## config.mk

```make
export PLATFORM = sky130hd
export DESIGN_NAME = mem_dump_reader
export DESIGN_NICKNAME = d
export VERILOG_FILES = /design/src/rtl/mem_dump_reader.sv
export SDC_FILE = /design/constraint.sdc
export NUM_CORES = 1
export LEC_CHECK = 0
export ABC_AREA = 1
export CAP_MARGIN = 5
export CORE_ASPECT_RATIO = 2
export CORE_MARGIN = 2
export CORE_UTILIZATION = 48
export DETAILED_ROUTE_END_ITERATION = 6
export PLACE_DENSITY = 0.93
export SLEW_MARGIN = 20
export SYNTH_ARGS = -nofsm -noshare
export SYNTH_HDL_FRONTEND = slang
export SYNTH_SLANG_ARGS = --single-unit
```

## constraint.sdc

```tcl
create_clock -name clk -period 2.7 [get_ports clk]
set_input_delay 0.54 -clock clk [delete_from_list [all_inputs] [get_ports clk]]
set_output_delay 0.54 -clock clk [all_outputs]
set_load 0.005 [all_outputs]
```

## src/rtl/mem_dump_reader.sv

```systemverilog
// Walks an inclusive address range of a synchronous-read memory and streams {addr, data} over valid/ready.
// Optional DUMP_SKIP_ZERO_EN: zero-valued words are read but not presented and not counted.
module mem_dump_reader #(
  parameter int ADDR_WIDTH = 5,
  parameter int DATA_WIDTH = 32
) (
  input  logic                  clk,
  input  logic                  reset,
  input  logic                  start,
  input  logic [ADDR_WIDTH-1:0] first_addr,
  input  logic [ADDR_WIDTH-1:0] last_addr,
  output logic                  mem_rd_en,
  output logic [ADDR_WIDTH-1:0] mem_addr,
  input  logic [DATA_WIDTH-1:0] mem_rd_data,
  output logic                  out_valid,
  input  logic                  out_ready,
  output logic [ADDR_WIDTH-1:0] out_addr,
  output logic [DATA_WIDTH-1:0] out_data,
  output logic                  busy,
  output logic                  done,
  output logic [ADDR_WIDTH:0]   word_count
);

  // state   | meaning
  // IDLE    | waiting for start
  // ISSUE   | read strobe for word at cur
  // CAPTURE | read data returns, latched into out_data/out_addr
  // SEND    | word presented until accepted
  // FINISH  | one-cycle done pulse
  typedef enum logic [2:0] {IDLE, ISSUE, CAPTURE, SEND, FINISH} state_t;

  state_t                state, state_nxt;
  logic [ADDR_WIDTH-1:0] cur, cur_nxt, lim;
  logic                  last_word;
  logic                  accept_start;
  logic                  handshake;
  logic                  skip_word;

  assign last_word    = (cur == lim);
  assign accept_start = (state == IDLE) && start;
  assign handshake    = (state == SEND) && out_ready;

`ifdef DUMP_SKIP_ZERO_EN
  assign skip_word = (mem_rd_data == '0);
`else
  assign skip_word = 1'b0;
`endif

  always_ff @(posedge clk) begin
    if (reset) state <= IDLE;
    else       state <= state_nxt;
  end

  // cur is compared against lim before incrementing, so lim at the top of the space never wraps
  always_comb begin
    state_nxt = state;
    cur_nxt   = cur;
    case (state)
      IDLE: begin
        if (start) begin
          cur_nxt   = first_addr;
          state_nxt = (first_addr > last_addr) ? FINISH : ISSUE;
        end
      end
      ISSUE:   state_nxt = CAPTURE;
      CAPTURE: begin
        if (!skip_word) begin
          state_nxt = SEND;
        end else if (last_word) begin
          state_nxt = FINISH;
        end else begin
          cur_nxt   = cur + 1'b1;
          state_nxt = ISSUE;
        end
      end
      SEND: begin
        if (out_ready) begin
          if (last_word) begin
            state_nxt = FINISH;
          end else begin
            cur_nxt   = cur + 1'b1;
            state_nxt = ISSUE;
          end
        end
      end
      FINISH:  state_nxt = IDLE;
      default: state_nxt = IDLE;
    endcase
  end

  always_comb begin
    mem_rd_en = (state == ISSUE);
    out_valid = (state == SEND);
    busy      = (state != IDLE);
    done      = (state == FINISH);
  end

  always_ff @(posedge clk) begin
    if (reset) begin
      cur        <= '0;
      lim        <= '0;
      mem_addr   <= '0;
      out_addr   <= '0;
      out_data   <= '0;
      word_count <= '0;
    end else begin
      cur <= cur_nxt;
      if (accept_start) lim <= last_addr;
      // mem_addr only moves when a read is about to be issued
      if (state_nxt == ISSUE) mem_addr <= cur_nxt;
      if (accept_start)    word_count <= '0;
      else if (handshake)  word_count <= word_count + 1'b1;
      if (state == CAPTURE && !skip_word) begin
        out_data <= mem_rd_data;
        out_addr <= cur;
      end
    end
  end

endmodule

```

==> results_dict.tcl, run 1 <==
set metrics [dict create \
    drt_iter0_markers 66 \
    powerDensity_nw_per_um2 661.3 \
    postSynthCellCount 381 \
    rsz0062_at_grt "false" \
    dieArea_um2 6324 \
    cts_resized 0 \
    yosys.area_share.simple 0.2869 \
    dpl_cell_area_um2 3751 \
    grt_max_degree 43 \
    fin_tns_setup_ps 0 \
    clkLatencyLatePin_ps 340 \
    finalHoldViolCount 0 \
    place_ws_ps 299.6 \
    clock_skew_ps 8.510 \
    cpMostUsedCell "inv_2" \
    worstPathCellList "inv_2 -> nor2_4 -> nand2_4 -> inv_2 -> clkdlybuf4s50_1" \
    synth_warnings 0 \
    worstPathArrival_ps 1660 \
    synth_top_family_by_area "simple AND/OR/NAND/NOR gates" \
    period_needed_ps 2200 \
    finalInstanceArea_um2 3950 \
    routed_via_density 5.192 \
    routedWlPerCell_um 13.81 \
    diodes 0 \
    row_count 38 \
    area_growth_pct 45.15 \
    drtPass1Iterations 4 \
    cp_top_family "buffers and inverters" \
    synthMuxAreaShare 0 \
    first_global_vias 2801 \
    fin_crit_sh 0.8148 \
    crit_path_max_fanout 7 \
    drive_gt1_frac 0.08489 \
    cts_hold_buf 0 \
    min_path_type "register to register" \
    cp.required_ps 2160 \
    vdd.ir_drop.worst_v 0.0005223 \
    die_w_um 57.24 \
    synth-adder-area-share 0.03218 \
    leakagePower_uw 0.001657 \
    grt_use_total 0.2527 \
    synth-seq-cells 61 \
    drc 0 \
    gp_congestion 0.9189 \
    status "completed" \
    cpPeakStageDelay_ps 520 \
    cts_root_buf "clkbuf_8" \
    cts_tree "built" \
    path_clk_slew_ps 60 \
    die_h_um 110.5 \
    nets 533 \
    cpMaxStageDelayCell "clkdlybuf4s50_1" \
    core_area_um2 5468 \
    slew_headroom 0.7307 \
    hold_slack_ps 472.5 \
    syn_nets 434 \
    synth-xor-area-share 0.01287 \
    fin_ws_ps 500.1 \
    tightestPinTransition_ps 404.0 \
    synth.distinct_cells 29 \
    path_buf_inv 3 \
    start_util 0.4977 \
    vias 2819 \
    seq_area_frac_synth 0.4487 \
    cts_setup_buffers 0 \
    cp-start-kind "register" \
    drv_cap 0 \
    grt_overflow_total 0 \
    cts_buffer_depth 2 \
    grt_pass1_wl_um 12360 \
    wl_um 7501 \
    cp-end-kind "output pin" \
    synth_compound_area_frac 0.1416 \
    htree_levels 3 \
    grt_antenna_before_repair 0 \
    critPathKind "register to output pin" \
    ant_nets 0 \
    syn_area_per_cell_um2 7.143 \
    fmax_mhz 454.6 \
    cts_buffers 9 \
    setup_violations 0 \
    port_buffers 97 \
    io_pins 98 \
    fin_util 0.7224 \
    cts_sinks 61 \
    place.detailed.hpwl_um 5762 \
    synth_area_um2 2721 \
    finalMaxSlewViolations 0 \
]
[final timing paths]
check | endpoint | depth (start not counted) | startpoint | slack (ps)
worst max register to register | mem_addr[1] | 11 | state[1] | 930
worst max-delay path | out_valid | 5 | state[0] | 500
worst min-delay path | lim[1] | 2 | lim[1] | 470
worst min register to register | lim[1] | 2 | lim[1] | 470
[flip-flops by register name, summed over array words and instances, names as in the netlist]
signal / flops
mem_addr: 5
state: 3
lim: 5
out_data: 32
cur: 5
out_addr: 5
word_count: 6
[cell usage after synthesis]
library cell  count  share of area
or2_0             1         0.0023
nand2_1          66          0.091
nand3_4           1         0.0064
a21oi_2           1         0.0032
nor2_2            2         0.0046
xnor2_1           2         0.0064
o21ai_0          48          0.088
nand4_1           4         0.0092
nor2_4            2         0.0083
o22ai_1           1         0.0023
nor3_1            1         0.0018
a21oi_1          22          0.040
nand3b_1          2         0.0055
nor2_1           82           0.11
xor2_1            2         0.0064
clkinv_1          2         0.0028
clkbuf_1         11          0.015
nand2_4           2         0.0083
buf_2             4         0.0074
inv_2             9          0.012
inv_1            29          0.040
dfxtp_1          61           0.45
o21ai_2           1         0.0032
nand3_1          12          0.022
nand2_2           3         0.0069
nor2_8            1         0.0074
a31oi_1           1         0.0023
ha_1              7          0.032
o21ai_1           1         0.0018
[metrics by stage]
stage,std cells,power (uW)
3_3_place_gp,529,1781
2_1_floorplan,381,1461
4_1_cts,543,2638
6_report,543,2612
3_5_place_dp,529,1807
5_1_grt,543,2756
[power by group]
group	switching (uW)	total, uW	internal [uW]
Combinational	366	718	352
Clock	328	820	492
Sequential	67.2	1070	1010
[per-layer routing]
| layer | share of wire | global-route usage | vias to the layer above |
|---|---|---|---|
| met4 | 0.060 | 0.1752 | 0 |
| met5 | 0 | 0 | - |
| met3 | 0.051 | 0.06206 | 37 |
| met1 | 0.34 | 0.2334 | 1268 |
| met2 | 0.55 | 0.4575 | 112 |
| li1 | - | - | 1402 |
[placed cells by master, fill, tap and decap left out, types with 3 or more instances in the layout]
cell type | Yosys | final
nand2_1 | 66 | 66
nand4_1 | 4 | 4
ha_1 | 7 | 7
nor2_1 | 82 | 82
inv_2 | 9 | 9
dfxtp_1 | 61 | 61
nand3_1 | 12 | 12
clkbuf_8 | 0 | 12
inv_1 | 29 | 29
nand2_2 | 3 | 3
a21oi_1 | 22 | 22
buf_4 | 0 | 6
o21ai_0 | 48 | 48
clkdlybuf4s50_1 | 0 | 97
[cell type report]
type	count	area, um2
fill	422	1518
multi-input combinational	265	1289
sequential	61	1221
timing repair buffer	103	1016
clock buffer	13	168.9
inverter	40	150.1
tap	60	75.07
clock inverter	1	30.03
[worst min-delay path, stage by stage, from the launching register on]
cell	delay [ps]
dfxtp_1	310
inv_1	60
a21oi_1	50
[cells by family (layout without fill, tap and decap cells)]
kind of cell    count (synthesis)  count (layout)
compound gates                 75              75
xor+xnor                        4               4
fa+ha+maj                       7               7
buf+inv                        55             157
flops                          61              61
simple gates                  179             179
Note: power is estimated with default switching activity, not from simulation.
==> run 2: changes to the inputs <==
--- a/config.mk
+++ b/config.mk
@@ -9,9 +9,9 @@
 export CAP_MARGIN = 5
 export CORE_ASPECT_RATIO = 2
 export CORE_MARGIN = 2
-export CORE_UTILIZATION = 48
+export CORE_UTILIZATION = 40
 export DETAILED_ROUTE_END_ITERATION = 6
-export PLACE_DENSITY = 0.93
+export PLACE_DENSITY = 0.84
 export SLEW_MARGIN = 20
 export SYNTH_ARGS = -nofsm -noshare
 export SYNTH_HDL_FRONTEND = slang
==> constraint.sdc (replaced) <==
create_clock -name clk -period 1.8 [get_ports clk]
set_input_delay 0.36 -clock clk [delete_from_list [all_inputs] [get_ports clk]]
set_output_delay 0.36 -clock clk [all_outputs]
set_load 0.005 [all_outputs]
==> run 2 against run 1 <==
- sequential share of layout area is 1.8 points lower
- flip-flop and latch count stayed put
- global-route usage is 3.5 points lower
- utilization is 8.5 points lower
- critical path depth is 2 lower
- via count is 1.5% higher
- largest cell class unchanged
- largest power group is now clock
- highest routed layer unchanged
==> results_dict.tcl, run 2 (synthesis results as in run 1) <==
set metrics [dict create \
    powerDensity_nw_per_um2 1055 \
    drive_gt1_frac 0.1232 \
    crit_path_max_fanout 4 \
    final_cell_mix "clkdlybuf4s50_1, nor2_1, nand2_1" \
    period_needed_ps 1761 \
    whs_path_depth 2 \
    finalHoldViolCount 0 \
    dp_cells 563 \
    drt_iter0_markers 83 \
    cp-start-kind "register" \
    cp-end-kind "output pin" \
    setup_violations 0 \
    grt_overflow_total 0 \
    largest_registers "out_data x32, word_count x6" \
    port_buffers 97 \
    row_count 42 \
    worstPathArrival_ps 1400 \
    cts_buffer_depth 2 \
    drtPass1Iterations 4 \
    critPathKind "register to output pin" \
    slew_headroom 0.7100 \
    dieArea_um2 7520 \
    leakagePower_uw 0.001811 \
    cts_buffers 9 \
    drc 0 \
    fin_crit_sh 0.9784 \
    grt_max_degree 47 \
    routed_via_density 4.906 \
    r2r_slack_ps 180 \
    ant_nets 0 \
    fmax_mhz 567.8 \
    cp-endpoint "busy" \
    die_w_um 62.33 \
    top_register "out_data" \
    fin_ws_ps 38.95 \
    rsz0062_at_grt "false" \
    place_ws_ps -452.3 \
    start_util 0.4110 \
    worstSetupStartpoint "state[2]" \
    io_pins 98 \
    area_growth_pct 54.99 \
    diodes 0 \
    wl_um 7861 \
    grt_antenna_before_repair 0 \
    routedWlPerCell_um 13.48 \
    vias 2860 \
    final_common_cell "clkdlybuf4s50_1" \
    fin_cells 583 \
    status "completed" \
    hold_start "lim[1]" \
    cts_tree "built" \
    clkLatencyLatePin_ps 330 \
    vdd.ir_drop.worst_v 0.0007456 \
    die_h_um 120.7 \
    drv_cap 0 \
    min_path_type "register to register" \
    grt_pass1_wl_um 12830 \
    core_area_um2 6621 \
    nets 544 \
    largest_reg_flops 32 \
    cts_sinks 61 \
    cts_root_buf "clkbuf_16" \
    reg2reg_depth 11 \
    tightestPinTransition_ps 435.0 \
    htree_levels 3 \
    clock_skew_ps 4.058 \
    fill_cells 594 \
    first_global_vias 2840 \
    cp.required_ps 1440 \
    place.detailed.hpwl_um 5540 \
    rr_endpoint "mem_addr[0]" \
    gp_congestion 0.9238 \
    hold_slack_ps 464.9 \
    path_clk_slew_ps 50 \
    finalMaxSlewViolations 0 \
    r2r-start "cur[1]" \
    grt_use_total 0.2176 \
]
==> run 2: cell count changes in the layout (fill, tap and decap cells not counted), sizes merged <==
cell           previous run  this run
buf                       6        16
clkbuf                   13        14
clkdlybuf4s50            97        87
dlygate4sd2               0         7
dlymetal6s2s              0         3
nand2                    71        72
==> run 2: where the power goes <==
| part | leakage [uW] | internal [uW] | switching, uW |
|---|---|---|---|
| combinational | 0.00117 | 563 | 567 |
| clock | 0.000143 | 1140 | 563 |
| sequential | 0.000500 | 1520 | 103 |
==> run 2: area by class of cell <==
cell class	count	area, um2	share of cell area
Multi-Input combinational cell	266	1330	0.3153
Sequential cell	61	1229	0.2913
Timing Repair Buffer	113	1102	0.2613
Clock buffer	14	264.0	0.06259
Inverter	40	152.6	0.03619
Tap cell	88	110.1	0.02611
Clock inverter	1	30.03	0.007120
==> run 2: routing by layer <==
layer  track usage  wire, um  part of all wire
met1        0.2119      2775              0.35
met2        0.4029      4305              0.55
met3       0.05674       410             0.052
met4        0.1333       369             0.047
met5             0         0                 0
==> run 2: what timing repair did <==
action,in CTS,in global routing
hold buffers,0,0
pin swaps,5,2
resized for setup,15,9
buffers inserted,3,1
gates cloned,1,0
endpoints found under the hold margin,0,0
setup endpoints to repair,7,8
==> run 2: metrics by stage <==
stage	cell area, um2	power (uW)	util	TNS, ps
2_1_floorplan	2721	2192	-	0
3_3_place_gp	3844	2700	0.5805	-2307
3_5_place_dp	3844	2725	0.5805	-2668
4_1_cts	4182	4448	0.6315	-5.465
5_1_grt	4218	4681	0.6370	0
6_report	4218	4450	0.6370	0
==> run 2: how the worst min path moves through the flow <==
stage                        end  slack, ps
after detailed placement  lim[1]        460
after global routing      lim[2]        500
after floorplan           lim[1]        440
after global placement    lim[1]        460
after CTS                 lim[1]        470
final                     lim[1]        460
==> run 2: critical path, cell delays in order, from the launching register on <==
cell             delay (ps)
dfxtp_2                 390
nor2_4                   60
nand2_2                 110
clkdlybuf4s50_1         510
==> run 3: changes to the inputs <==
--- a/config.mk
+++ b/config.mk
@@ -5,11 +5,12 @@
 export SDC_FILE = /design/constraint.sdc
 export NUM_CORES = 1
 export LEC_CHECK = 0
-export ABC_AREA = 1
+export ABC_AREA = 0
 export CAP_MARGIN = 5
 export CORE_ASPECT_RATIO = 2
 export CORE_MARGIN = 2
 export CORE_UTILIZATION = 40
+export CTS_CLUSTER_SIZE = 14
 export DETAILED_ROUTE_END_ITERATION = 6
 export PLACE_DENSITY = 0.84
 export SLEW_MARGIN = 20
==> run 3 against run 2 <==
- flip-flop and latch count is the same
- combinational power is 8% lower
- clock power decreased by 14%
- final area rose by 1.9%
- routed wire length fell by 3.9%
- cell count is 9.1% lower
- maximum frequency grew 1.6%
- die area is 3.5% lower
- global-route usage is 0.11 points lower
- clock-buffer cell count decreased by 1
- utilization rose by 4.4 points
- synthesized cell count fell by 17%
- largest power group is now sequential cells
==> results_dict.tcl, run 3 <==
set metrics [dict create \
    synthTopCellsByCount "nand2_1, dfxtp_1, a21oi_1" \
    synth.distinct_cells 42 \
    cts_hold_buf 0 \
    fill_cells 510 \
    syn_area_per_cell_um2 8.321 \
    ant_nets 0 \
    vdd.ir_drop.worst_v 0.0005732 \
    status "completed" \
    fmax_mhz 577.0 \
    fin_ws_ps 66.82 \
    reg2reg_depth 6 \
    cp_top_family "buffers and inverters" \
    cpMostUsedCell "inv_1" \
    grt_max_degree 38 \
    crit_path_max_fanout 5 \
    grt_overflow_total 0 \
    drv_cap 0 \
    synthFlopType "dfxtp_1" \
    cp.required_ps 2030 \
    rr_endpoint "mem_addr[3]" \
    dieArea_um2 7256 \
    cts_sinks 61 \
    powerDensity_nw_per_um2 944.0 \
    top_register "out_data" \
    period_needed_ps 1733 \
    place_ws_ps -490.8 \
    synth_warnings 0 \
    port_buffers 97 \
    synth_area_um2 2621 \
    area_growth_pct 63.96 \
    vias 2708 \
    cts_buffers 9 \
    routed_via_density 5.109 \
    setup_violations 0 \
    seq_area_frac_synth 0.4659 \
    synth-seq-cells 61 \
    start_util 0.4154 \
    cts_root_buf "clkbuf_16" \
    cp-start-kind "input pin" \
    tightestPinTransition_ps 601.7 \
    yosysMostFrequentCell "nand2_1" \
    clkLatencyLatePin_ps 320 \
    critPathKind "input pin to register" \
    cts_buffer_depth 2 \
    diodes 0 \
    leakagePower_uw 0.001651 \
    path_clk_slew_ps 50 \
    wl_um 7557 \
    postSynthCellCount 315 \
    final_common_cell "nand2_1" \
    worstPathCellList "clkdlybuf4s50_1 -> inv_1 -> ha_1 -> inv_1 -> or2_4 -> nand3_2 -> buf_6 -> a31oi_1 -> a211oi_1" \
    clock_skew_ps 5.361 \
    drc 0 \
    routedWlPerCell_um 14.26 \
    finalHoldViolCount 0 \
    finalMaxSlewViolations 0 \
    drive_gt1_frac 0.1982 \
    yosys.area.top_type "dfxtp_1" \
    fin_crit_sh 0.9629 \
    cts_tree "built" \
    hold_start "out_ready" \
    rsz0062_at_grt "true" \
    grt_pass1_wl_um 11730 \
    die_w_um 61.24 \
    place.detailed.hpwl_um 5615 \
    r2r-start "state[1]" \
    fin_tns_setup_ps 0 \
    drtPass1Iterations 4 \
    slew_headroom 0.5989 \
    synth.area.top_cells "dfxtp_1, nand2_1, a21oi_1" \
    path_buf_inv 4 \
    syn_nets 368 \
    htree_levels 3 \
    synth.top_cell.area_share 0.4659 \
    cpPeakStageDelay_ps 480 \
    nets 493 \
    worstPathArrival_ps 1960 \
    cpMaxStageDelayCell "clkdlybuf4s50_1" \
    grt_use_total 0.2164 \
    die_h_um 118.5 \
    largest_reg_flops 32 \
    r2r_slack_ps 70 \
    first_global_vias 2665 \
    drt_iter0_markers 110 \
    row_count 41 \
    gp_congestion 0.9002 \
    hold_end "state[1]" \
    final_cell_mix "nand2_1, clkdlybuf4s50_1, dfxtp_1" \
    synth-async-reset-ratio 0 \
    cp-end-kind "register" \
    min_path_type "input pin to register" \
    synth_edf_count 0 \
    largest_registers "out_data x32, word_count x6" \
    whs_path_depth 3 \
    grt_antenna_before_repair 0 \
    core_area_um2 6310 \
    io_pins 98 \
]
## run 3: report_power, final
group | switching, uW | internal (uW)
combinational | 481 | 556
sequential | 80.0 | 1470
clock | 521 | 952
total | 1080 | 2980
## run 3: per-layer routing
metal  track usage  up-vias  share of wire
met3       0.05142       25          0.041
met1        0.1914     1269           0.34
met5             0        -              0
met4        0.1291        0          0.045
li1              -     1322              -
met2        0.4009       92           0.58
## run 3: kinds of logic after synthesis
group,Yosys count,synth area share
AOI/OAI and AO/OA,77,0.1718
xor gates and xnor gates,9,0.03294
adders and majority gates,7,0.03341
buffers and inverters,27,0.05824
DFF,61,0.4659
and+or+nand+nor,134,0.2377
## run 3: how the worst max path moves through the flow
stage	from	end	slack [ps]	depth (start not counted)
after floorplan	last_addr[4]	mem_addr[0]	60	7
after global placement	last_addr[4]	mem_addr[0]	-430	9
after detailed placement	last_addr[3]	mem_addr[0]	-490	9
after CTS	out_ready	mem_addr[4]	20	7
after global routing	start	mem_addr[4]	-40	9
final	first_addr[0]	mem_addr[1]	70	9
## run 3: stage by stage
stage	cell area (um2)	power [uW]	hold WS, ps	util	std cells
finish	4298	4057	406.6	0.6811	530
global route	4298	4256	440.5	0.6811	530
CTS	4120	3984	417.1	0.6530	526
detailed placement	3794	2459	447.6	0.6012	508
global placement	3794	2433	441.9	0.6012	508
floorplan	2621	1995	447.8	-	315
## run 3: area by class of cell
class	count	area [um2]	area share
flip-flops and latches	61	1231	0.2865
repair buffers	134	1255	0.2920
multi-input cells	227	1418	0.3298
clock buffers	13	250.2	0.05822
clock inverters	2	10.01	0.002329
well taps	86	107.6	0.02504
inverters	7	26.28	0.006114
## run 3: tightest hold or removal path, stage by stage
cell and delay [ps]:
dlymetal6s2s_1 110, buf_4 140, a31oi_1 80
## run 3: timing repair
action / 4_1_cts / 5_1_grt
hold endpoints to repair: 0 / 0
setup buffers: 3 / 4
setup endpoints to repair: 9 / 8
pin swaps: 7 / 13
gates resized for setup: 23 / 29
